File: config.mk
export PLATFORM = sky130hd
export DESIGN_NAME = ctrl_decode_stage
export DESIGN_NICKNAME = d
export VERILOG_FILES = /design/src/rtl/mips_ctrl_pkg.sv /design/src/rtl/ctrl_decode_comb.sv /design/src/rtl/ctrl_decode_stage.sv
export SDC_FILE = /design/constraint.sdc
export NUM_CORES = 1
export LEC_CHECK = 0
export CORE_UTILIZATION = 45
export CTS_BUF_LIST = sky130_fd_sc_hd__clkbuf_8
export DETAILED_ROUTE_END_ITERATION = 10
export PLACE_DENSITY_LB_ADDON = 0.05
export SLEW_MARGIN = 30
export SYNTH_ARGS = -nofsm -noshare
export SYNTH_HDL_FRONTEND = slang
export SYNTH_SLANG_ARGS = --single-unit
File: constraint.sdc
create_clock -name clk -period 7.6 [get_ports clk]
set_input_delay 1.52 -clock clk [delete_from_list [all_inputs] [get_ports clk]]
set_output_delay 1.52 -clock clk [all_outputs]
set_load 0.05 [all_outputs]
File: src/rtl/mips_ctrl_pkg.sv
// Shared MIPS control definitions: opcodes, ALU function codes, memory-width
// encodings and the packed control bundle carried by the decode stage.
package mips_ctrl_pkg;

    localparam logic [5:0] OP_RTYPE = 6'b000000;
    localparam logic [5:0] OP_J     = 6'b000010;
    localparam logic [5:0] OP_BEQ   = 6'b000100;
    localparam logic [5:0] OP_BNE   = 6'b000101;
    localparam logic [5:0] OP_ADDI  = 6'b001000;
    localparam logic [5:0] OP_ADDIU = 6'b001001;
    localparam logic [5:0] OP_SLTI  = 6'b001010;
    localparam logic [5:0] OP_SLTIU = 6'b001011;
    localparam logic [5:0] OP_ANDI  = 6'b001100;
    localparam logic [5:0] OP_ORI   = 6'b001101;
    localparam logic [5:0] OP_XORI  = 6'b001110;
    localparam logic [5:0] OP_LUI   = 6'b001111;
    localparam logic [5:0] OP_LB    = 6'b100000;
    localparam logic [5:0] OP_LH    = 6'b100001;
    localparam logic [5:0] OP_LW    = 6'b100011;
    localparam logic [5:0] OP_LBU   = 6'b100100;
    localparam logic [5:0] OP_LHU   = 6'b100101;
    localparam logic [5:0] OP_LWU   = 6'b100111;
    localparam logic [5:0] OP_SB    = 6'b101000;
    localparam logic [5:0] OP_SH    = 6'b101001;
    localparam logic [5:0] OP_SW    = 6'b101011;
    localparam logic [5:0] OP_HALT  = 6'b111111;

    localparam logic [5:0] ALU_PASSB = 6'b000000;
    localparam logic [5:0] ALU_ADD   = 6'b100000;
    localparam logic [5:0] ALU_ADDU  = 6'b100001;
    localparam logic [5:0] ALU_SUB   = 6'b100010;
    localparam logic [5:0] ALU_AND   = 6'b100100;
    localparam logic [5:0] ALU_OR    = 6'b100101;
    localparam logic [5:0] ALU_XOR   = 6'b100110;
    localparam logic [5:0] ALU_SLT   = 6'b101010;
    localparam logic [5:0] ALU_SLTU  = 6'b101011;

    localparam logic [2:0] MEM_NONE = 3'b000;
    localparam logic [2:0] MEM_BYTE = 3'b001;
    localparam logic [2:0] MEM_HALF = 3'b010;
    localparam logic [2:0] MEM_WORD = 3'b100;

    typedef enum logic [1:0] {EXT_SIGN, EXT_ZERO, EXT_LUI} imm_ext_e;

    typedef struct packed {
        logic [5:0] alu_op;
        logic       alu_src_imm;
        logic       reg_write;
        logic       mem_to_reg;
        logic       mem_write;
        logic       mem_sign;
        logic       branch;
        logic       branch_eq;
        logic       jump;
        logic [2:0] mem_op;
    } ctrl_bundle_t;

    // Loads and stores encode access width in opcode[1:0].
    function automatic logic [2:0] mem_width(input logic [5:0] op);
        case (op[1:0])
            2'b00:   return MEM_BYTE;
            2'b01:   return MEM_HALF;
            2'b11:   return MEM_WORD;
            default: return MEM_NONE;
        endcase
    endfunction

endpackage

File: src/rtl/ctrl_decode_comb.sv
// Purely combinational MIPS decoder: instruction word to control bundle,
// register specifiers, extended immediate and jump target.
module ctrl_decode_comb
    import mips_ctrl_pkg::*;
#(
    parameter int DATA_W     = 32,
    parameter int REG_ADDR_W = 5
) (
    input  logic [31:0]           instr,
    output ctrl_bundle_t          ctrl,
    output logic [DATA_W-1:0]     imm_ext,
    output logic [REG_ADDR_W-1:0] rs,
    output logic [REG_ADDR_W-1:0] rt,
    output logic [REG_ADDR_W-1:0] dest,
    output logic [25:0]           jump_target,
    output logic                  uses_rt,
    output logic                  illegal,
    output logic                  halt
);

    logic [5:0]       opcode;
    logic [15:0]      imm;
    logic [DATA_W+31:0] lui_wide;
    imm_ext_e         ext_kind;

    assign opcode      = instr[31:26];
    assign imm         = instr[15:0];
    assign jump_target = instr[25:0];
    assign lui_wide    = {{DATA_W{1'b0}}, imm, 16'h0000};

    always_comb begin
        // NOTE: every output gets a default before the case so no path can infer a latch.
        ctrl     = '0;
        ext_kind = EXT_SIGN;
        uses_rt  = 1'b0;
        illegal  = 1'b0;
        halt     = 1'b0;
        rs       = REG_ADDR_W'(instr[25:21]);
        rt       = REG_ADDR_W'(instr[20:16]);
        dest     = rt;

        case (opcode)
            OP_RTYPE: begin
                ctrl.alu_op    = instr[5:0];
                ctrl.reg_write = 1'b1;
                dest           = REG_ADDR_W'(instr[15:11]);
                uses_rt        = 1'b1;
            end
            OP_ADDI, OP_ADDIU, OP_SLTI, OP_SLTIU: begin
                ctrl.alu_src_imm = 1'b1;
                ctrl.reg_write   = 1'b1;
                case (opcode)
                    OP_ADDI:  ctrl.alu_op = ALU_ADD;
                    OP_ADDIU: ctrl.alu_op = ALU_ADDU;
                    OP_SLTI:  ctrl.alu_op = ALU_SLT;
                    default:  ctrl.alu_op = ALU_SLTU;
                endcase
            end
            OP_ANDI, OP_ORI, OP_XORI: begin
                ctrl.alu_src_imm = 1'b1;
                ctrl.reg_write   = 1'b1;
                ext_kind         = EXT_ZERO;
                case (opcode)
                    OP_ANDI: ctrl.alu_op = ALU_AND;
                    OP_ORI:  ctrl.alu_op = ALU_OR;
                    default: ctrl.alu_op = ALU_XOR;
                endcase
            end
            OP_LUI: begin
                ctrl.alu_op      = ALU_PASSB;
                ctrl.alu_src_imm = 1'b1;
                ctrl.reg_write   = 1'b1;
                ext_kind         = EXT_LUI;
            end
            OP_LB, OP_LH, OP_LW, OP_LBU, OP_LHU, OP_LWU: begin
                ctrl.alu_op      = ALU_ADD;
                ctrl.alu_src_imm = 1'b1;
                ctrl.reg_write   = 1'b1;
                ctrl.mem_to_reg  = 1'b1;
                ctrl.mem_sign    = ~opcode[2];
                ctrl.mem_op      = mem_width(opcode);
            end
            OP_SB, OP_SH, OP_SW: begin
                ctrl.alu_op      = ALU_ADD;
                ctrl.alu_src_imm = 1'b1;
                ctrl.mem_write   = 1'b1;
                ctrl.mem_op      = mem_width(opcode);
                uses_rt          = 1'b1;
            end
            OP_BEQ, OP_BNE: begin
                ctrl.alu_op    = ALU_SUB;
                ctrl.branch    = 1'b1;
                ctrl.branch_eq = (opcode == OP_BEQ);
                uses_rt        = 1'b1;
            end
            OP_J:    ctrl.jump = 1'b1;
            OP_HALT: halt      = 1'b1;
            default: illegal   = 1'b1;
        endcase

        // $zero is never a real write-back target.
        if (dest == '0) ctrl.reg_write = 1'b0;

        case (ext_kind)
            EXT_ZERO: imm_ext = DATA_W'(imm);
            EXT_LUI:  imm_ext = lui_wide[DATA_W-1:0];
            default:  imm_ext = DATA_W'($signed(imm));
        endcase
    end

endmodule

File: src/rtl/ctrl_decode_stage.sv
// Registered decode stage: wraps the combinational decoder with valid/ready
// flow control, stall, flush, load-use bubble insertion, sticky halt and illegal flag.
module ctrl_decode_stage
    import mips_ctrl_pkg::*;
#(
    parameter int DATA_W     = 32,
    parameter int REG_ADDR_W = 5,
    parameter int ALU_OP_W   = 6,
    parameter bit HAZARD_EN  = 1'b1
) (
    input  logic                  clk,
    input  logic                  reset,
    input  logic [31:0]           instr,
    input  logic                  instr_valid,
    output logic                  instr_ready,
    input  logic                  stall_in,
    input  logic                  flush,
    output logic                  out_valid,
    output logic [ALU_OP_W-1:0]   alu_op,
    output logic                  alu_src_imm,
    output logic                  reg_write,
    output logic                  mem_to_reg,
    output logic                  mem_write,
    output logic                  mem_sign,
    output logic                  branch,
    output logic                  branch_eq,
    output logic                  jump,
    output logic [2:0]            mem_op,
    output logic [REG_ADDR_W-1:0] dest,
    output logic [REG_ADDR_W-1:0] rs,
    output logic [REG_ADDR_W-1:0] rt,
    output logic [DATA_W-1:0]     imm_ext,
    output logic [25:0]           jump_target,
    output logic                  illegal,
    output logic                  hazard_stall,
    output logic                  halted
);

    ctrl_bundle_t          d_ctrl, ctrl_q;
    logic [DATA_W-1:0]     d_imm, imm_q;
    logic [REG_ADDR_W-1:0] d_rs, d_rt, d_dest, rs_q, rt_q, dest_q;
    logic [25:0]           d_jt, jt_q;
    logic                  d_uses_rt, d_illegal, d_halt;
    logic                  out_valid_q, illegal_q, halted_q;
    logic                  load_in_stage, accept;

    ctrl_decode_comb #(
        .DATA_W     (DATA_W),
        .REG_ADDR_W (REG_ADDR_W)
    ) u_decode (
        .instr       (instr),
        .ctrl        (d_ctrl),
        .imm_ext     (d_imm),
        .rs          (d_rs),
        .rt          (d_rt),
        .dest        (d_dest),
        .jump_target (d_jt),
        .uses_rt     (d_uses_rt),
        .illegal     (d_illegal),
        .halt        (d_halt)
    );

    // A bubble clears out_valid, so the conflict disappears the following cycle.
    assign load_in_stage = out_valid_q && ctrl_q.mem_to_reg && (dest_q != '0);
    assign hazard_stall  = HAZARD_EN && load_in_stage && instr_valid &&
                           ((dest_q == d_rs) || ((dest_q == d_rt) && d_uses_rt));
    assign instr_ready   = !stall_in && !hazard_stall && !halted_q;
    assign accept        = instr_valid && instr_ready;

    always_ff @(posedge clk or posedge reset) begin
        // NOTE: sequential state uses non-blocking assignments so every register samples pre-edge values.
        if (reset) begin
            out_valid_q <= 1'b0;
            ctrl_q      <= '0;
            imm_q       <= '0;
            rs_q        <= '0;
            rt_q        <= '0;
            dest_q      <= '0;
            jt_q        <= '0;
            illegal_q   <= 1'b0;
            halted_q    <= 1'b0;
        end else if (flush) begin
            out_valid_q <= 1'b0;
            ctrl_q      <= '0;
        end else if (stall_in) begin
            out_valid_q <= out_valid_q;
        end else if (hazard_stall) begin
            out_valid_q <= 1'b0;
            ctrl_q      <= '0;
        end else if (accept) begin
            out_valid_q <= 1'b1;
            ctrl_q      <= d_ctrl;
            imm_q       <= d_imm;
            rs_q        <= d_rs;
            rt_q        <= d_rt;
            dest_q      <= d_dest;
            jt_q        <= d_jt;
            illegal_q   <= d_illegal;
            if (d_halt) halted_q <= 1'b1;
        end else begin
            out_valid_q <= 1'b0;
            ctrl_q      <= '0;
        end
    end

    assign out_valid   = out_valid_q;
    assign alu_op      = ALU_OP_W'(ctrl_q.alu_op);
    assign alu_src_imm = ctrl_q.alu_src_imm;
    assign reg_write   = ctrl_q.reg_write;
    assign mem_to_reg  = ctrl_q.mem_to_reg;
    assign mem_write   = ctrl_q.mem_write;
    assign mem_sign    = ctrl_q.mem_sign;
    assign branch      = ctrl_q.branch;
    assign branch_eq   = ctrl_q.branch_eq;
    assign jump        = ctrl_q.jump;
    assign mem_op      = ctrl_q.mem_op;
    assign dest        = dest_q;
    assign rs          = rs_q;
    assign rt          = rt_q;
    assign imm_ext     = imm_q;
    assign jump_target = jt_q;
    assign illegal     = illegal_q;
    assign halted      = halted_q;

endmodule

Word level (Yosys, flattened, before mapping):

Cells that the tools add are included.

* bitwise operators: 4
* reductions and logical operators: 28
* eq/ne operators: 28
* muxes and demuxes: 27

Operators with widths (number)
* two-way mux 17 bit: 4
* one-hot mux 32 bit (2 select lines): 1
* equality test 6 bit (second input constant): 10
* equality test 6 x 4 -> 1 bit (second input constant): 8
* one-hot mux 6 bit (5 select lines): 1
* OR reduction 22 bit: 1
* OR reduction 17 bit: 1
* OR reduction 15 bit: 1
* two-way mux 1 bit: 14
* equality test 6 x 3 -> 1 bit (second input constant): 2
* one-hot mux 4 bit (3 select lines): 1
* OR reduction 6 bit: 2
* equality test 5 bit: 2
* one-hot mux 3 bit (3 select lines): 1
* OR reduction 9 bit: 1
* logical AND 1 bit: 8
* one-hot mux 2 bit (2 select lines): 2
* equality test 6 x 2 -> 1 bit (second input constant): 1
* zero test 6 bit: 1
* OR reduction 3 bit: 2
* zero test 5 bit: 1
* two-way mux 5 bit: 1
* AND reduction 5 bit: 1
* nonzero test 5 bit: 1
* 12 further kinds: 19

* flip-flop bits (word level): 93

Logic depth before layout (Yosys ltp):

Gate-level depths: netlist of run 1.

* depth after elaboration: 14
* gate-level depth with buffers: 9

Hierarchy:

Synthesis of run 1 repeated with hierarchy kept, for this count alone.

* cell total of the unflattened synthesis: 423
* area, all modules: 5056.1 µm²

Modules (own cells, without submodules)
* ctrl_decode_stage: area each 3933.8 µm², cells an instance 257, instances 1
* ctrl_decode_comb: area each 1122.3 µm², cells an instance 166, instances 1

Worst setup path after synthesis of run 1:

OpenSTA, ideal clock, no wires.

* path kind: input -> output
* from: input instr[31]
* to: output instr_ready
* stages: 7
* required time: 6080 ps
* arrival time: 3712 ps
* setup slack: 2368 ps
* path buffers: 2
* path through: buf_2 nor2_1 o211a_1 o2111ai_1 nand2_1 buf_2 nor3_1

* longest elaborated chain between the ends: 9
* elaborated cells between the ends (all ways): 14

RTL lines
* from (decl): line ctrl_decode_stage.sv:13 `input logic [31:0] instr,`
* equality test 6 bit, or another cell as far along: line ctrl_decode_comb.sv:42 `case (opcode)`
* OR reduction 6 bit (no source line) *
* two-way mux 1 bit *: line ctrl_decode_comb.sv:42
* logical AND 1 bit *: line ctrl_decode_stage.sv:66 `((dest_q == d_rs) || ((dest_q == d_rt) && d_uses_rt));`
* logical OR 1 bit *: line ctrl_decode_stage.sv:66
* logical AND 1 bit *: line ctrl_decode_stage.sv:65 `assign hazard_stall = HAZARD_EN && load_in_stage && instr_valid &&`
* via hazard_stall: line ctrl_decode_stage.sv:35 `output logic hazard_stall,`
* zero test 1 bit *: line ctrl_decode_stage.sv:67 `assign instr_ready = !stall_in && !hazard_stall && !halted_q;`
* logical AND 1 bit * (2 in series): line ctrl_decode_stage.sv:67
* to (decl): line ctrl_decode_stage.sv:15 `output logic instr_ready,`

Mark *: on every way through the listed nets, which the timed path passes. The rest lies on a longest branch.

Final worst setup path of run 1:

* from: input instr[26]
* to: output instr_ready

* longest elaborated chain between the ends: 9
* elaborated cells between the ends (all ways): 14

RTL lines (line)
* equality test 6 bit, or another cell as far along: ctrl_decode_comb.sv:42
* OR reduction 6 bit (no source line) *
* two-way mux 1 bit *: ctrl_decode_comb.sv:42
* logical AND 1 bit *: ctrl_decode_stage.sv:66
* logical OR 1 bit *: ctrl_decode_stage.sv:66
* logical AND 1 bit *: ctrl_decode_stage.sv:65
* zero test 1 bit *: ctrl_decode_stage.sv:67
* logical AND 1 bit * (2 in series): ctrl_decode_stage.sv:67

Every way passes the cells marked *; elsewhere a longest branch is shown, timed or not.

==> results_dict.tcl, run 1 <==
set metrics [dict create \
    status "finished clean" \
    grt_setup_unrepaired "false" \
    diodes 0 \
    syn_inst 389 \
    final_cell_count_no_fill 609 \
    design.core.area_um2 8760 \
    hold_ws_ns 0.491 \
    htree_levels 3 \
    ioPinCount 132 \
    setup_violations 0 \
    area_growth_pct 35.5 \
    die_h_um 97.5 \
    use_met3_pct 4.68 \
    arrival_ns 4.58 \
    hold_end "alu_op[2]" \
    hold_class "reg -> reg" \
    end_kind "output port" \
    min_period_ns 6.10 \
    die-area_um2 9500 \
    syn_area_per_cell_um2 10.5 \
    startpoint "instr[26]" \
    gp_congestion 0.850 \
    synth_simple_gate_area_share_pct 10.0 \
    use_met2_pct 37.1 \
    wl_per_cell_um 18.8 \
    antenna_left 0 \
    grt_max_degree 84 \
    ys_types 44 \
    hold_viol_final 0 \
    die_x_um 97.5 \
    final.setup.tns_ns 0 \
    synthFlopType "dfrtp_1" \
    fmax_mhz 164 \
    synth_top_family_by_area "compound AO/OA/AOI/OAI gates" \
    worst-setup-path-type "in -> out" \
    antenna_found_initial 0 \
    port_buffers 131 \
    drv_cap 0 \
    post-route-period-util_pct 80.3 \
    async_flop_share_pct 100 \
    synth_nets 428 \
    ys_seq_area_share_pct 50.6 \
    clock_path_buffers 2 \
    muxShareOfSynthArea_pct 8.33 \
    synth_top_cell_area_share_pct 50.6 \
    cts_setup_buffers 0 \
    ys.warnings.count 0 \
    rows 34 \
    cts_resized 0 \
    busiest_layer "met2" \
    largest_reg_flops 32 \
    clk_latency_ns 0.36 \
    skew_ns 0.0130 \
    via_count 3580 \
    synth-compound-area-share_pct 21.4 \
    worstHoldStart "alu_op[2]" \
    first_pass_iters 5 \
    r2r_end "illegal" \
    netlist_area_um2 4100 \
    cts_sinks 83 \
    drc_errors 0 \
    routed_wl_um 11500 \
    cts-hold-fix-buffers 0 \
    r2r_cells 5 \
    timing.rr.start "halted" \
    synth_edf_count 0 \
    met1_usage_pct 36.5 \
    grt_usage_pct 24.8 \
    grt_pass1_vias 3517 \
    cts_tree "built" \
    numCtsBuffers 9 \
    p_leak_nw 2.32 \
    dp_hpwl_um 7870 \
    r2r_setup_slack_ns 4.07 \
    grt_pass1_wl_um 18700 \
    vias_per_cell 5.88 \
    final_nets 535 \
    start_kind "input pin" \
    ir_drop_mv 0.146 \
    first_iter_violations 249 \
    required_ns 6.08 \
    grt.overflow.total 0 \
    layout-drive-gt1-share_pct 11.6 \
    drv_slew 0 \
    hold_depth 2 \
    path_clk_slew_ns 0.09 \
    synthTopCellsByArea "dfrtp_1 51%, a21oi_1 4.8%, mux2_2 4.7%" \
    worst_slew_pin_slew_ns 0.924 \
    ys_seq_elements 83 \
    cp_max_fo 21 \
    synth_fa_ha_area_share_pct 0.610 \
    start_util_pct 46.8 \
    dpl.cell_count 593 \
    synth_xor_area_share_pct 2.14 \
    cts-root-buf "clkbuf_8" \
    p_per_area_nw_per_um2 257 \
    slew_headroom_pct 38.4 \
    yosysTopAreaCell "dfrtp_1" \
]
[worst max-delay path: stages]
cell and delay [ns]:
clkdlybuf4s50_1 0.72, inv_1 0.22, o211a_1 0.29, o2111ai_1 0.18, buf_4 0.28, nand2_1 0.31
nor3_1 0.22, clkdlybuf4s50_1 0.83
[cell families after synthesis]
| logic type | count (synthesis) |
|---|---|
| flip-flops | 83 |
| buffers and inverters | 50 |
| adder cells (fa/ha/maj) | 2 |
| AO/OA/AOI/OAI | 135 |
| AND/OR/NAND/NOR | 82 |
| multiplexers | 27 |
| XOR/XNOR | 10 |
[cells in the mapped netlist (2+ instances only)]
library cell and count:
dfrtp_1 83, a21oi_1 39, nand2_1 38, a31oi_1 26, o21ai_0 25, clkbuf_1 19, o31ai_1 19, mux2_2 17
buf_4 11, nor2_1 11, mux2_4 10, a32o_1 9, inv_1 8, xor2_1 8, a22o_1 7, buf_2 7
nor2b_1 6, nor3_1 5, buf_6 4, nand3_1 3, nor4_1 3, a21o_1 2, a221oi_1 2, and2_1 2
and3_1 2, ha_1 2, nand4_1 2, or4_1 2, xnor2_1 2
[stage by stage]
stage / utilization, % / instance area, µm² / setup slack [ns] / total power, mW
3_5_place_dp: 61.1 / 5360 / 1.57 / 1.13
5_1_grt: 63.4 / 5560 / 1.31 / 1.49
2_1_floorplan: - / 4100 / 2.37 / 0.938
4_1_cts: 63.3 / 5550 / 1.56 / 1.44
6_report: 63.4 / 5560 / 1.50 / 1.43
3_3_place_gp: 61.1 / 5350 / 1.56 / 1.12
[where the power goes]
group	switching, mW	internal, mW
registers	0.0444	0.503
logic	0.374	0.199
clock network	0.175	0.133
[cell type report]
cell class,instances,area (µm²)
Tap cell,108,135
Sequential cell,83,2080
Clock inverter,6,52.6
Fill cell,720,3200
Timing Repair Buffer,138,1370
Inverter,8,31.3
Clock buffer,10,138
Multi-Input combinational cell,256,1760
[worst max path at each step]
| stage | endpoint | slack [ns] | cells after the start |
|---|---|---|---|
| 6_report | instr_ready | 1.50 | 8 |
| 5_1_grt | instr_ready | 1.31 | 8 |
| 4_1_cts | instr_ready | 1.56 | 8 |
| 3_5_place_dp | instr_ready | 1.57 | 8 |
| 3_3_place_gp | instr_ready | 1.56 | 8 |
| 2_1_floorplan | instr_ready | 2.37 | 7 |
[layer usage]
metal	part of all wire [%]	wire [µm]	vias up
met2	46	5270	169
met1	46	5240	1774
met4	1.1	130	0
met3	7.2	822	11
li1	-	-	1626
met5	0	0	-
[layout by cell type, fill, tap and decap left out, types with 5 or more instances in the layout]
cell,netlist,layout
mux2_4,10,10
a22o_1,7,7
a31oi_1,26,26
clkdlybuf4s50_1,0,131
nor2b_1,6,5
nor3_1,5,5
buf_4,11,6
nor2_1,11,11
o31ai_1,19,19
mux2_2,17,17
o21ai_0,25,25
dfrtp_1,83,83
xor2_1,8,8
clkbuf_8,0,10
a32o_1,9,9
inv_1,8,7
a21oi_1,39,39
nand2_1,38,38
Power figures use the tool's default switching activity.
==> inputs of run 2 (changes only) <==
==> constraint.sdc (replaced) <==
create_clock -name clk -period 5.9 [get_ports clk]
set_input_delay 1.18 -clock clk [delete_from_list [all_inputs] [get_ports clk]]
set_output_delay 1.18 -clock clk [all_outputs]
set_load 0.05 [all_outputs]
==> results_dict.tcl, run 2 (synthesized netlist as in run 1, its figures left out) <==
set metrics [dict create \
    cts_sinks 83 \
    numCtsBuffers 9 \
    final_nets 536 \
    clock_path_buffers 2 \
    htree_levels 3 \
    drc_errors 0 \
    antenna_left 0 \
    setup_violations 0 \
    vias_per_cell 5.86 \
    grt.overflow.total 0 \
    largest_reg_flops 32 \
    gp_congestion 0.907 \
    hold_viol_final 0 \
    start_util_pct 46.8 \
    die_x_um 97.5 \
    mostFrequentLayoutCells "129 x clkdlybuf4s50_1, 83 x dfrtp_1, 39 x a21oi_1" \
    status "finished clean" \
    dp_hpwl_um 7920 \
    via_count 3576 \
    required_ns 4.72 \
    drv_slew 0 \
    cts-root-buf "clkbuf_8" \
    arrival_ns 3.50 \
    skew_ns 0.0107 \
    p_leak_nw 2.34 \
    timing.rr.start "halted" \
    diodes 0 \
    antenna_found_initial 0 \
    end_kind "output port" \
    r2r_setup_slack_ns 2.68 \
    first_iter_violations 214 \
    first_pass_iters 4 \
    worst_slew_pin_slew_ns 0.730 \
    area_growth_pct 36.5 \
    final_common_cell "clkdlybuf4s50_1" \
    worstHoldStart "alu_op[2]" \
    routed_wl_um 11500 \
    drv_cap 0 \
    setup_slack_ns 1.22 \
    layout-drive-gt1-share_pct 12.0 \
    cts_tree "built" \
    cts-hold-fix-buffers 0 \
    grt_setup_unrepaired "false" \
    wl_per_cell_um 18.8 \
    final.setup.tns_ns 0 \
    ioPinCount 132 \
    dp_slack_ns 1.29 \
    rows 34 \
    die_h_um 97.5 \
    fmax_mhz 214 \
    grt_pass1_vias 3406 \
    post-route-period-util_pct 79.3 \
    grt_usage_pct 24.9 \
    design.core.area_um2 8760 \
    cp_max_fo 21 \
    worst-setup-path-type "in -> out" \
    path_clk_slew_ns 0.08 \
    clk_latency_ns 0.35 \
    start_kind "input pin" \
    min_period_ns 4.68 \
    cts_resized 0 \
    cts_setup_buffers 0 \
    grt_pass1_wl_um 18600 \
    hold_class "reg -> reg" \
    startpoint "instr[26]" \
    slew_headroom_pct 51.2 \
    port_buffers 131 \
    die-area_um2 9500 \
    grt_max_degree 50 \
    p_per_area_nw_per_um2 333 \
    ir_drop_mv 0.190 \
]
[run 2: worst max-delay path, cell delays in order]
cell	delay, ns
clkdlybuf4s50_1	0.73
inv_1	0.23
o211a_1	0.29
o2111ai_1	0.19
buf_4	0.29
nand2_1	0.10
nor3_1	0.29
buf_12	0.19
[run 2: cell type report]
type / instances / area (µm²)
Tap cell: 108 / 135
Inverter: 8 / 31.3
Clock inverter: 6 / 63.8
Sequential cell: 83 / 2080
Multi-Input combinational cell: 256 / 1750
Clock buffer: 10 / 138
Fill cell: 729 / 3170
Timing Repair Buffer: 139 / 1400
[run 2: final timing paths]
kind / to / cells past startpoint
max in group asynchronous: alu_op[5] / 3
worst min-delay path: alu_op[2] / 2
min in group asynchronous: jump_target[10] / 2
worst min register to register: alu_op[2] / 2
worst max register to register: jump_target[9] / 5
worst max-delay path: instr_ready / 8
[run 2: per-layer routing]
metal	track usage, %	up-vias	wire [µm]
li1	-	1627	-
met1	37.1	1784	5290
met2	36.1	148	5340
met3	4.53	17	662
met4	8.71	0	200
met5	0	-	0
[run 2: through the flow]
stage / instance area (µm²) / util, % / cells / power [mW] / hold WS (ns)
6_report: 5600 / 63.9 / 610 / 1.86 / 0.495
5_1_grt: 5600 / 63.9 / 610 / 1.94 / 0.517
4_1_cts: 5600 / 63.8 / 610 / 1.88 / 0.493
3_5_place_dp: 5390 / 61.6 / 594 / 1.46 / 0.474
3_3_place_gp: 5390 / 61.6 / 594 / 1.45 / 0.466
2_1_floorplan: 4100 / - / 389 / 1.21 / 0.758
[run 2: report_power, final]
part	total, mW	internal, mW	switching [mW]	leakage (nW)
registers	0.707	0.649	0.0584	1.02
clock network	0.418	0.207	0.211	0.104
logic	0.738	0.257	0.481	1.22
